## config.mk

```make
export PLATFORM = sky130hd
export DESIGN_NAME = fetch_unit
export DESIGN_NICKNAME = d
export VERILOG_FILES = /design/src/rtl/fetch_unit_pkg.sv /design/src/rtl/fetch_unit_fifo.sv /design/src/rtl/fetch_unit.sv
export SDC_FILE = /design/constraint.sdc
export NUM_CORES = 1
export LEC_CHECK = 0
export ABC_AREA = 1
export BUFFER_PORTS_ARGS = -buffer_cell sky130_fd_sc_hd__buf_2
export CAP_MARGIN = 20
export CORE_ASPECT_RATIO = 1.2
export CORE_MARGIN = 1
export CORE_UTILIZATION = 30
export CTS_CLUSTER_DIAMETER = 200
export DETAILED_ROUTE_END_ITERATION = 8
export GPL_TIMING_DRIVEN = 0
export PLACE_DENSITY = 0.51
export SLEW_MARGIN = 20
export SYNTH_ARGS = -nofsm -noshare
export SYNTH_HDL_FRONTEND = slang
export SYNTH_HIERARCHICAL = 1
export SYNTH_SLANG_ARGS = --single-unit
```

## constraint.sdc

```tcl
create_clock -name clk -period 3.48 [get_ports clk]
set_input_delay 0.696 -clock clk [delete_from_list [all_inputs] [get_ports clk]]
set_output_delay 0.696 -clock clk [all_outputs]
set_load 0.05 [all_outputs]
```

## src/rtl/fetch_unit_pkg.sv

```systemverilog
// Shared types and constants for the instruction fetch stage.
// A fetch buffer entry pairs each returned instruction with the address it was read from.
package fetch_unit_pkg;

    localparam int unsigned INSTR_BYTES = 4;

    typedef struct packed {
        logic [31:0] pc;
        logic [31:0] instr;
    } fetch_data;

    function automatic logic [31:0] align_word(input logic [31:0] addr);
        return {addr[31:2], 2'b00};
    endfunction

endpackage

```

## src/rtl/fetch_unit_fifo.sv

```systemverilog
// Fetch buffer: small synchronous FIFO of {pc, instr} entries.
// Flush empties it and wins over a same-cycle push.
module fetch_unit_fifo
    import fetch_unit_pkg::*;
#(
    parameter  int DEPTH = 2,
    localparam int PTR_W = (DEPTH > 1) ? $clog2(DEPTH) : 1,
    localparam int CNT_W = $clog2(DEPTH + 1)
) (
    input  logic             clk,
    input  logic             rst_n,
    input  logic             i_push,
    input  fetch_data        i_push_data,
    input  logic             i_pop,
    input  logic             i_flush,
    output fetch_data        o_head,
    output logic [CNT_W-1:0] o_count
);

    fetch_data        r_mem [DEPTH];
    logic [PTR_W-1:0] r_wr_ptr;
    logic [PTR_W-1:0] r_rd_ptr;
    logic [CNT_W-1:0] r_count;

    logic w_do_push;
    logic w_do_pop;

    assign w_do_push = i_push && !i_flush;
    assign w_do_pop  = i_pop && !i_flush && (r_count != '0);

    always_ff @(posedge clk or negedge rst_n) begin
        if (!rst_n) begin
            r_wr_ptr <= '0;
            r_rd_ptr <= '0;
            r_count  <= '0;
        end else if (i_flush) begin
            r_wr_ptr <= '0;
            r_rd_ptr <= '0;
            r_count  <= '0;
        end else begin
            if (w_do_push) begin
                r_wr_ptr <= r_wr_ptr + PTR_W'(1);
            end
            if (w_do_pop) begin
                r_rd_ptr <= r_rd_ptr + PTR_W'(1);
            end
            case ({w_do_push, w_do_pop})
                2'b10:   r_count <= r_count + CNT_W'(1);
                2'b01:   r_count <= r_count - CNT_W'(1);
                default: r_count <= r_count;
            endcase
        end
    end

    // Storage needs no reset: the head is only observed while count is non-zero.
    always_ff @(posedge clk) begin
        if (w_do_push) begin
            r_mem[r_wr_ptr] <= i_push_data;
        end
    end

    assign o_head  = r_mem[r_rd_ptr];
    assign o_count = r_count;

endmodule

```

## src/rtl/fetch_unit.sv

```systemverilog
// Instruction fetch stage: owns the fetch PC, issues sequential reads to a
// one-cycle-latency instruction memory and hands {instr, pc} to decode.
module fetch_unit
    import fetch_unit_pkg::*;
#(
    parameter logic [31:0] RESET_PC = 32'h0000_0000,
    parameter int          DEPTH    = 2
) (
    input  logic        clk,
    input  logic        rst_n,
    output logic        imem_en,
    output logic [31:0] imem_addr,
    input  logic [31:0] imem_rdata,
    input  logic        redirect_valid,
    input  logic [31:0] redirect_pc,
    output logic [31:0] instr_out,
    output logic [31:0] pc_out,
    output logic        valid_out,
    input  logic        ready_in
);

    localparam int CNT_W = $clog2(DEPTH + 1);

    logic [31:0] r_pc;
    logic        r_inflight;
    logic [31:0] r_inflight_pc;

    logic [CNT_W-1:0] w_count;
    logic [CNT_W:0]   w_occupancy;
    fetch_data        w_head;
    fetch_data        w_push_data;
    logic             w_valid;
    logic             w_pop;
    logic             w_push;
    logic             w_issue;

    assign w_valid = (w_count != '0);
    assign w_pop   = w_valid && ready_in;
    assign w_push  = r_inflight && !redirect_valid;

    // Slots already claimed once this cycle's pop retires; a new read is only
    // launched if its data is guaranteed a slot when it returns.
    assign w_occupancy = {1'b0, w_count} + (CNT_W + 1)'(r_inflight) - (CNT_W + 1)'(w_pop);
    assign w_issue     = !redirect_valid && (w_occupancy < (CNT_W + 1)'(DEPTH));

    assign w_push_data.pc    = r_inflight_pc;
    assign w_push_data.instr = imem_rdata;

    always_ff @(posedge clk or negedge rst_n) begin
        if (!rst_n) begin
            r_pc          <= RESET_PC;
            r_inflight    <= 1'b0;
            r_inflight_pc <= '0;
        end else if (redirect_valid) begin
            r_pc       <= align_word(redirect_pc);
            r_inflight <= 1'b0;
        end else if (w_issue) begin
            r_pc          <= r_pc + 32'(INSTR_BYTES);
            r_inflight    <= 1'b1;
            r_inflight_pc <= r_pc;
        end else begin
            r_inflight <= 1'b0;
        end
    end

    fetch_unit_fifo #(
        .DEPTH(DEPTH)
    ) u_fifo (
        .clk        (clk),
        .rst_n      (rst_n),
        .i_push     (w_push),
        .i_push_data(w_push_data),
        .i_pop      (w_pop),
        .i_flush    (redirect_valid),
        .o_head     (w_head),
        .o_count    (w_count)
    );

    // Request is masked during reset so memory sees no reads while rst_n is low.
    assign imem_en   = w_issue && rst_n;
    assign imem_addr = r_pc;

    assign valid_out = w_valid;
    assign instr_out = w_valid ? w_head.instr : '0;
    assign pc_out    = w_valid ? w_head.pc    : '0;

endmodule

```

# Word-level counts from Yosys, hierarchy flattened
# Memory sizes are Yosys's and may differ from the RTL's.
# Cells that the tools add are included.
dict set report word_totals {
  regBits 69
  mem_bits_rw 128
  inputBits 68
  elab_cells 46
  memories 1
}
dict set report classes {
  n_addsub 7
  magnitude_cmp 1
  n_eq_ne 2
  muxes 14
  bitwise_logic 1
  n_reduce_logical 14
}
# memory words word_bits rd rd_ports_with_merged_regs write_ports line_no
set mem_list {}
lappend mem_list {u_fifo.r_mem 2 64 1 0 1 fetch_unit_fifo.sv:20} ;# fetch_data r_mem [DEPTH];
# operator n
set ops {}
lappend ops {{$mux W32} 4}
lappend ops {{$add A32 B3 Y32 const B} 1}
lappend ops {{$mux W1} 8}
lappend ops {{$reduce_bool A2 Y1} 4}
lappend ops {{$logic_and A1 B1 Y1} 7}
lappend ops {{$pmux W2 S2} 1}
lappend ops {{$add A2 B1 Y3} 1}
lappend ops {{$lt A3 B2 Y1 const B} 1}
lappend ops {{$reduce_bool A3 Y1} 1}
lappend ops {{$sub A3 B1 Y3} 1}
lappend ops {{$add A1 B1 Y1 const B} 2}
lappend ops {{$add A2 B1 Y2 const B} 1}
lappend ops {{$eq A2 B1 Y1 const B} 1}
lappend ops {{$eq A2 B2 Y1 const B} 1}
lappend ops {{$mux W2} 1}
lappend ops {{$reduce_and A2 Y1} 1}
lappend ops {{$sub A2 B1 Y2 const B} 1}
lappend ops {{$logic_not A1 Y1} 1}
lappend ops {{$not A1 Y1} 1}

# Logic depth before layout (Yosys ltp)
# Gate-level depths: netlist of the first run.
dict set report logic_depth {
  ltp_word 7
  depth_mapped 13
  ltp_nobuf 11
}

# Hierarchy
# Netlist of the first run, hierarchy kept.
# module instances cells_each area_each_um2
set by_module_without_submodules {}
lappend by_module_without_submodules {fetch_unit_fifo 1 231 4998.5}
lappend by_module_without_submodules {fetch_unit 1 614 3987.6}

# Worst setup path after synthesis of the first run
# No wires, ideal clock.
dict set report synth_timing {
  kind {input-to-reg}
  start {in redirect_valid}
  end {mem u_fifo/r_mem[0][0] in the netlist's numbering, enable pin}
  setup_time_ns 0.487
  t_arrival_ns 3.799
  setup_slack_ns -0.806
  stages 4
  n_path_buf 1
  path_cell_list {clkbuf_1 nor2_1 nand2_1 nor2_1}
}
dict set report synth_between {
  elab_chain_len 5
}
# element line_no
set synth_lines {}
lappend synth_lines {{from (decl)} fetch_unit.sv:14} ;# input logic redirect_valid,
lappend synth_lines {{$logic_not A1 Y1} fetch_unit.sv:39} ;# assign w_push = r_inflight && !redirect_valid;
lappend synth_lines {{$logic_and A1 B1 Y1} fetch_unit.sv:39}
lappend synth_lines {{via w_push} fetch_unit.sv:34} ;# logic w_push;
lappend synth_lines {{$logic_and A1 B1 Y1} fetch_unit_fifo.sv:28} ;# assign w_do_push = i_push && !i_flush;
lappend synth_lines {{$mux W1} fetch_unit_fifo.sv:57} ;# if (w_do_push) begin
lappend synth_lines {{$mux W1 (implied by the code)} fetch_unit_fifo.sv:58} ;# r_mem[r_wr_ptr] <= i_push_data;
lappend synth_lines {{to (decl)} fetch_unit_fifo.sv:20}
# The timed path passes the listed nets, and every way through them passes these cells.

# Final worst setup path of the first run
dict set report layout_timing {
  start {reg u_fifo.r_count[0] (netlist: u_fifo/o_count[0])}
  end {out imem_en}
}
dict set report layout_between {
  elab_chain_len 6
  elab_cells_between_ends 7
}
# element line_no
set layout_lines {}
lappend layout_lines {{from (decl)} fetch_unit_fifo.sv:23} ;# logic [CNT_W-1:0] r_count;
lappend layout_lines {{from (signal assigned)} fetch_unit_fifo.sv:48} ;# 2'b10: r_count <= r_count + CNT_W'(1);
lappend layout_lines {{from (signal assigned)} fetch_unit_fifo.sv:49} ;# 2'b01: r_count <= r_count - CNT_W'(1);
lappend layout_lines {{from (signal assigned)} fetch_unit_fifo.sv:50} ;# default: r_count <= r_count;
lappend layout_lines {{$reduce_bool A2 Y1} fetch_unit.sv:37} ;# assign w_valid = (w_count != '0);
lappend layout_lines {{$logic_and A1 B1 Y1} fetch_unit.sv:38} ;# assign w_pop = w_valid && ready_in;
lappend layout_lines {{via w_pop} fetch_unit.sv:33} ;# logic w_pop;
lappend layout_lines {{$sub A3 B1 Y3} fetch_unit.sv:43} ;# assign w_occupancy = {1'b0, w_count} + (CNT_W + 1)'(r_inflight) - (CNT_W + 1)'(w_pop);
lappend layout_lines {{$lt A3 B2 Y1} fetch_unit.sv:44} ;# assign w_issue = !redirect_valid && (w_occupancy < (CNT_W + 1)'(DEPTH));
lappend layout_lines {{$logic_and A1 B1 Y1} fetch_unit.sv:44}
lappend layout_lines {{$logic_and A1 B1 Y1} fetch_unit.sv:80} ;# assign imem_en = w_issue && rst_n;
lappend layout_lines {{to (decl)} fetch_unit.sv:11} ;# output logic imem_en,
# The timed path passes the listed nets, and every way through them passes these cells.

==> results_dict.tcl, run 1 <==
set metrics [dict create \
    nets 1114 \
    worstSetupPathType "register to output pin" \
    synthArstFlopShare 0.337 \
    numCtsBuffers 17 \
    synth_edf_count 128 \
    synth.yosys.seq_area_share 0.609 \
    htree_levels 4 \
    total_power_uw 10500 \
    crit_path_start_kind "register" \
    end_kind "output pin" \
    rows 69 \
    fillers 2971 \
    peakVddDrop_mv 0.466 \
    initial_utilization 0.304 \
    hold_viol_final 0 \
    max_freq_mhz 306 \
    cts_sinks 193 \
    synthCells 845 \
    finalSetupViolCount 0 \
    postLayoutCoreUtil 0.377 \
    worstMarginPinSlew_ns 0.715 \
    arrival_ns 2.57 \
    final_common_cell "buf_2" \
    crit_fanout 3 \
    cts_tree "done" \
    cp_slowest_cell "dfrtp_2" \
    final_cell_mix "166 x buf_2, 158 x nand2_1, 128 x edfxtp_1" \
    grt_pass1_wl_um 34800 \
    finalWeightedCongestion 0.934 \
    ant_nets 0 \
    dr.first_iter.drc_count 379 \
    min_period_ns 3.26 \
    io_buffers 161 \
    path_common_cell "nor2_4" \
    io_pins 166 \
    core_area_mm2 0.0295 \
    ys_warn_count 6 \
    root_buffer "clkbuf_16" \
    dieArea_mm2 0.0307 \
    p_leak_uw 0.00495 \
    layout-area-overhead-vs-synth_pct 23.8 \
    cpPeakStageDelay_ns 0.43 \
    required_ns 2.78 \
    grt_pass1_vias 6289 \
    synthDistinctLibCells 35 \
    min_path_type "primary input to asynchronous set/reset pin" \
    wl_met3_um 959 \
    antenna_found_initial 0 \
    grt-ovfl-total 0 \
    wl_met1_um 9730 \
    first_pass_iters 5 \
    wl_met2_um 11300 \
    syn_area_mm2 0.00899 \
    hpwlAfterDp_um 16400 \
    vias_per_cell 4.39 \
    synth_flop_cell "edfxtp_1" \
    vias 6353 \
    clockBufferDepth 2 \
    slew_headroom 0.522 \
    finalInstanceArea_mm2 0.0111 \
    wl_per_cell_um 15.5 \
    drive_gt1_frac 0.295 \
    drt_wl_total_um 22400 \
    hold_buffers 0 \
    grt_setup_unrepaired "no" \
    clk_latency_ns 0.44 \
    avgSynthCellArea_um2 10.6 \
    clk_pin_slew_ns 0.08 \
    diodes 0 \
    path_cells "nor2_4, nor2_4, ha_1, or2_4, fa_2, xnor2_4, nand3_4, nor2_4, buf_6" \
    final.period_utilization 0.938 \
    die-height_um 192 \
    max-cap-violations 0 \
    slew_violations 0 \
    grt_max_degree 40 \
    status "finished, final reports clean" \
    powerDensity_mw_per_mm2 942 \
    holdWs_ns 0.178 \
    dpl_cell_area_mm2 0.0105 \
    skew_ns 0.0129 \
    dieWidth_um 160 \
    grt_usage 0.150 \
    top_layer "met4" \
    drc 0 \
    ys_ff_latch 193 \
]
-- cell usage after synthesis, types with 6 or more instances --
cell type	number	area [um^2]
a21oi_1	7	35.0
buf_2	8	40.0
clkbuf_1	10	37.5
dfrtp_1	65	1630
edfxtp_1	128	3840
inv_1	126	473
mux2_2	26	293
mux2_4	38	571
nand2_1	158	593
nand3_1	50	250
nand4_1	10	62.6
nor2_1	122	458
o211ai_1	6	45.0
o21ai_0	36	180
-- sequential cells by signal (all words and copies together), names as in the netlist --
| name | flops |
|---|---|
| imem_addr | 30 |
| r_inflight | 1 |
| r_inflight_pc | 30 |
| u_fifo/o_count | 2 |
| u_fifo/r_mem | 128 |
| u_fifo/r_rd_ptr | 1 |
| u_fifo/r_wr_ptr | 1 |
-- stage by stage --
step           setup slack, ns  setup TNS [ns]  instances
2_1_floorplan           0.0175               0        850
3_3_place_gp             -1.31         -168.90       1401
3_5_place_dp            -0.574          -0.592       1407
4_1_cts                0.00558               0       1447
5_1_grt                 0.0693               0       1446
6_report                 0.215               0       1446
-- metal layers --
layer / up-vias / GRT usage
met1: 3004 / 0.189
met4: 0 / 0.0590
li1: 3145 / -
met5: - / 0
met3: 27 / 0.0257
met2: 177 / 0.258
-- path summary, 6_finish.rpt --
check,start,end,slack (ns),cells after the start
hold / removal,rst_n,r_inflight_pc[10],0.18,1
max in group asynchronous,rst_n,r_inflight_pc[26],2.74,2
min in group clk,imem_rdata[4],u_fifo/r_mem[0][4],0.45,1
setup reg to reg,u_fifo/o_count[0],imem_addr[21],0.56,14
hold reg to reg,r_inflight_pc[20],u_fifo/r_mem[0][52],0.48,0
setup / recovery,u_fifo/o_count[0],imem_en,0.22,9
-- area by class of cell --
type / count / area [um^2] / area share
inverters: 128 / 480 / 0.0432
plain buffers: 29 / 170 / 0.0153
clock inverters: 13 / 116 / 0.0105
multi-input cells: 498 / 2940 / 0.264
repair buffers: 176 / 1020 / 0.0914
well taps: 390 / 488 / 0.0439
clock buffers: 19 / 443 / 0.0398
flip-flops and latches: 193 / 5470 / 0.492
-- worst max-delay path, delay by kind of cell (launching register included) --
family	cells	cell delay [ns]
xor+xnor	1	0.21
flops	1	0.43
fa+ha+maj	2	0.64
simple gates	5	0.69
buf+inv	1	0.16
-- power breakdown --
| group | internal (uW) | leakage (uW) | switching, uW |
|---|---|---|---|
| logic | 1390 | 0.00271 | 3760 |
| clock network | 962 | 0.000271 | 911 |
| registers | 2990 | 0.00196 | 463 |
-- timing repair --
item | 4_1_cts | 5_1_grt
resized for setup | 16 | 2
pin swaps | 5 | 4
setup buffers | 8 | 1
endpoints found under the setup margin | 6 | 1
-- cells by family after synthesis --
kind of cell             after synthesis  synth area share
XOR/XNOR                               9           0.00961
adder cells (fa/ha/maj)                3           0.00501
AND/OR/NAND/NOR                      364             0.176
flip-flops                           193             0.609
AO/OA/AOI/OAI                         52            0.0310
buffers and inverters                159            0.0734
multiplexers                          64            0.0961
other                                  1          0.000417
(Power assumes the default switching activity.)
==> run 2: changes to the inputs <==
Settings changed: CORE_UTILIZATION 30 to 56, PLACE_DENSITY 0.51 to 0.81.
Clock period 3.48 ns to 3.62 ns, I/O delays scaled along.
==> run 2 against run 1 <==
  * Register-to-register slack gained 0.07 ns
  * First-iteration DRC count grew 30%
  * Flip-flop and latch count is the same
  * Die area shrank 46%
  * Core utilization grew 32 points
  * Global-route usage grew 9.7 points
  * Critical path type unchanged
  * Largest power group unchanged
  * Highest routed layer unchanged
==> results_dict.tcl, run 2 (synthesized netlist as in run 1, its figures left out) <==
set metrics [dict create \
    p_seq_frac 0.334 \
    dp_slack_ns -0.406 \
    cts_sinks 193 \
    fin_ws_ns 0.107 \
    hold_viol_final 0 \
    peakVddDrop_mv 0.659 \
    slew_violations 0 \
    drc 0 \
    dieArea_mm2 0.0166 \
    cts_tree "done" \
    grt_pass1_wl_um 31500 \
    max-cap-violations 0 \
    status "finished, final reports clean" \
    r2r_cells 14 \
    r2r-start "u_fifo/o_count[0]" \
    dpl_cell_area_mm2 0.0102 \
    max_freq_mhz 285 \
    grt_max_degree 48 \
    slew_headroom 0.481 \
    final.period_utilization 0.970 \
    total_power_uw 9890 \
    dr.first_iter.drc_count 493 \
    antenna_found_initial 0 \
    min_period_ns 3.51 \
    powerDensity_mw_per_mm2 912 \
    drive_gt1_frac 0.289 \
    worstMarginPinSlew_ns 0.777 \
    drt_wl_total_um 19700 \
    switching_share 0.483 \
    internal_power_uw 5110 \
    grt_setup_unrepaired "no" \
    wl_per_cell_um 15.7 \
    crit_path_start_kind "register" \
    core_area_mm2 0.0156 \
    htree_levels 4 \
    power_frac_comb 0.490 \
    final_common_cell "buf_2" \
    crit_fanout 5 \
    largest_reg_flops 128 \
    arrival_ns 2.79 \
    end_kind "output pin" \
    skew_ns 0.00718 \
    required_ns 2.90 \
    clk_latency_ns 0.43 \
    grt_usage 0.248 \
    numCtsBuffers 17 \
    layout-area-overhead-vs-synth_pct 20.7 \
    nets 1109 \
    p_leak_uw 0.00492 \
    io_buffers 161 \
    first_pass_iters 7 \
    finalSetupTns_ns 0 \
    grt_pass1_vias 6278 \
    final_cell_mix "166 x buf_2, 158 x nand2_1, 128 x edfxtp_1" \
    fillers 1208 \
    grt-ovfl-total 0 \
    postLayoutCoreUtil 0.693 \
    rr_endpoint "imem_addr[22]" \
    ant_nets 0 \
    finalSetupViolCount 0 \
    dieWidth_um 118 \
    vias_per_cell 5.09 \
    rows 50 \
    worstSetupPathType "register to output pin" \
    die-height_um 141 \
    finalInstanceArea_mm2 0.0108 \
    io_pins 166 \
    initial_utilization 0.575 \
    finalWeightedCongestion 0.960 \
    root_buffer "clkbuf_16" \
    min_path_type "primary input to asynchronous set/reset pin" \
    hold_buffers 0 \
    diodes 0 \
    clk_pin_slew_ns 0.07 \
    p_switching_uw 4770 \
    top_register "u_fifo/r_mem" \
    vias 6407 \
    clock_power_share 0.176 \
    clockBufferDepth 2 \
    hpwlAfterDp_um 14300 \
    worst-r2r-setup-slack_ns 0.63 \
]
[run 2: cell count changes in the layout (fill, tap and decap cells not counted), sizes merged]
cell    before  now
bufinv       0    1
buf        196  191
clkinv       4    6
inv        135  132
[run 2: worst max-delay path by stage]
stage	cells past startpoint	end	slack, ns	from
after floorplan	10	imem_en	0.11	u_fifo/o_count[1]
after global placement	5	u_fifo/r_mem[0][14]	-0.90	redirect_valid
after detailed placement	11	imem_en	-0.41	u_fifo/o_count[1]
after CTS	10	imem_en	0.05	u_fifo/o_count[0]
after global routing	10	imem_en	0.02	u_fifo/o_count[0]
final	9	imem_en	0.11	u_fifo/o_count[0]
[run 2: power by group through the flow]
stage,sequential [uW],combinational [uW],clock [uW]
3_3_place_gp,3320,4610,0
3_5_place_dp,3340,4700,0
2_1_floorplan,3800,2990,0
4_1_cts,3290,4820,1760
6_report,3300,4840,1740
5_1_grt,3350,5180,1850
[run 2: cell type report]
class / count / area (um^2) / share of cell area
clock buffer: 19 / 433 / 0.0399
multi-input combinational: 498 / 2930 / 0.270
timing repair buffer: 170 / 978 / 0.0902
inverter: 128 / 480 / 0.0443
clock inverter: 13 / 111 / 0.0103
sequential: 193 / 5470 / 0.505
tap: 208 / 260 / 0.0240
buffer: 30 / 181 / 0.0167
[run 2: routing by layer]
metal,track usage,vias to the layer above,share of wire
met5,0,-,0
met2,0.441,195,0.52
met3,0.0441,40,0.041
met4,0.107,0,0.027
met1,0.295,3029,0.41
li1,-,3143,-
[run 2: what timing repair did]
action                     in CTS  in global routing
setup endpoints to repair       1                  1
resized for setup               6                  4
setup buffers                   4                  0
pin swaps                       2                  1
[run 2: worst max-delay path, stage by stage (launching register included)]
cell and delay [ns]:
dfrtp_2 0.43, nor2_4 0.06, buf_6 0.11, nor2_1 0.15, ha_1 0.25, or2_2 0.31
fa_2 0.62, nand3_4 0.13, nor2_4 0.09, buf_4 0.19
[run 2: stage by stage]
step	hold WS (ns)	instances
CTS	0.176	1259
global route	0.178	1259
finish	0.181	1259
floorplan	0.428	850
detailed placement	0.457	1224
global placement	0.449	1219
==> run 3: changes to the inputs <==
Settings changed: CORE_UTILIZATION 56 to 60, PLACE_DENSITY 0.81 to 0.86.
Clock period 3.62 ns to 4.5 ns, I/O delays scaled along.
==> run 3 against run 2 <==
  * Core utilization increased by 5.2 points
  * Worst hold slack improved by 0.18 ns
  * Design area decreased by 0.12%
  * Sequential share of layout area about the same
  * Critical path depth increased by 1
  * Flip-flop and latch count unchanged
==> results_dict.tcl, run 3 (synthesized netlist as in run 1, its figures left out) <==
set metrics [dict create \
    status "finished, final reports clean" \
    crit_fanout 18 \
    initial_utilization 0.618 \
    peakVddDrop_mv 0.469 \
    max-cap-violations 0 \
    path_cells "nor2_1, clkbuf_4, nor2_1, ha_1, or2_2, fa_1, xnor2_4, nand3_4, nor2_1, clkbuf_4" \
    arrival_ns 3.43 \
    cts_tree "done" \
    io_buffers 161 \
    place_inst 1216 \
    max_freq_mhz 231 \
    min_path_type "primary input to asynchronous set/reset pin" \
    finalSetupViolCount 0 \
    hold_viol_final 0 \
    cts_sinks 193 \
    worstSetupPathType "register to output pin" \
    grt_max_degree 46 \
    antenna_found_initial 0 \
    clockBufferDepth 2 \
    vias_per_cell 5.26 \
    end_kind "output pin" \
    postCtsSetupBuffers 0 \
    r2r_cells 13 \
    multiInputGateArea_mm2 0.00291 \
    fin_ws_ns 0.171 \
    rr_endpoint "imem_addr[28]" \
    htree_levels 4 \
    io_pins 166 \
    numCtsBuffers 17 \
    drive_gt1_frac 0.285 \
    grt_pass1_vias 6534 \
    rows 48 \
    r2r-start "u_fifo/o_count[1]" \
    clk_latency_ns 0.43 \
    largest_reg_flops 128 \
    dieArea_mm2 0.0155 \
    crit_end "imem_en" \
    slew_violations 0 \
    top_register "u_fifo/r_mem" \
    cp_slowest_cell "dfrtp_2" \
    die-height_um 136 \
    hpwlAfterDp_um 14500 \
    p_leak_uw 0.00494 \
    finalInstanceArea_mm2 0.0108 \
    crit_start "u_fifo/o_count[1]" \
    dpl_cell_area_mm2 0.0102 \
    wl_per_cell_um 16.2 \
    diodes 0 \
    hold_buffers 0 \
    slew_headroom 0.473 \
    grt-ovfl-total 0 \
    worst-r2r-setup-slack_ns 1.10 \
    final_cell_mix "166 x buf_2, 158 x nand2_1, 128 x inv_1, 128 x edfxtp_1, 120 x nor2_1" \
    clk_pin_slew_ns 0.07 \
    powerDensity_mw_per_mm2 742 \
    core_area_mm2 0.0145 \
    worstMarginPinSlew_ns 0.788 \
    dr.first_iter.drc_count 454 \
    final_cells 1247 \
    finalWeightedCongestion 0.931 \
    final_common_cell "buf_2" \
    first_pass_iters 5 \
    dp_slack_ns 0.272 \
    ant_nets 0 \
    seqCellArea_mm2 0.00547 \
    grt_pass1_wl_um 31500 \
    drc 0 \
    required_ns 3.60 \
    dieWidth_um 114 \
    layout-area-overhead-vs-synth_pct 20.5 \
    root_buffer "clkbuf_16" \
    fillers 1007 \
    path_common_cell "nor2_1" \
    nets 1105 \
    min_period_ns 4.33 \
    crit_path_start_kind "register" \
    vias 6553 \
    cpPeakStageDelay_ns 0.50 \
    grt_usage 0.270 \
    final.period_utilization 0.962 \
    skew_ns 0.0131 \
    drt_wl_total_um 20200 \
]
[run 3: timing repair]
action	4_1_cts	5_1_grt
endpoints found under the hold margin	0	0
pin swaps	0	2
resized for setup	1	4
endpoints found under the setup margin	1	1
[run 3: metal layers]
metal | up-vias | GRT usage | routed length [um]
li1 | 3130 | - | -
met1 | 3100 | 0.316 | 7620
met2 | 285 | 0.484 | 10800
met3 | 38 | 0.0535 | 1390
met4 | 0 | 0.110 | 461
met5 | - | 0 | 0
[run 3: how the worst min path moves through the flow]
stage	to	slack, ns	depth (start not counted)
2_1_floorplan	u_fifo/r_mem[0][34]	0.44	0
3_3_place_gp	u_fifo/r_mem[0][46]	0.45	0
4_1_cts	imem_addr[9]	0.36	1
5_1_grt	imem_addr[9]	0.37	1
6_report	imem_addr[9]	0.36	1
3_5_place_dp	u_fifo/r_mem[0][57]	0.45	0
[run 3: power breakdown]
| part | switching, uW | internal (uW) |
|---|---|---|
| combinational | 2870 | 986 |
| clock | 662 | 852 |
| sequential | 357 | 2310 |
| total | 3890 | 4150 |
[run 3: layout make-up]
| type | count | share of cell area |
|---|---|---|
| Buffer | 30 | 0.0164 |
| Clock buffer | 21 | 0.0485 |
| Clock inverter | 11 | 0.00774 |
| Inverter | 128 | 0.0444 |
| Multi-Input combinational cell | 498 | 0.269 |
| Sequential cell | 193 | 0.505 |
| Tap cell | 200 | 0.0231 |
| Timing Repair Buffer | 166 | 0.0862 |
[run 3: critical path, delay by kind of cell, from the launching register on]
kind	cells	cell delay, ns
adders and majority gates	2	0.76
and+or+nand+nor	5	0.99
DFF	1	0.50
xor gates and xnor gates	1	0.27
buffers and inverters	2	0.49
[run 3: per-stage QoR]
step           hold slack (ns)  TNS, ns  utilization  total power [uW]
2_1_floorplan            0.442        0            -              5450
3_3_place_gp             0.449  -219.37        0.692              6350
3_5_place_dp             0.453        0        0.702              6470
4_1_cts                  0.358        0        0.744              8010
5_1_grt                  0.365  -0.0187        0.745              8440
6_report                 0.358        0        0.745              8040
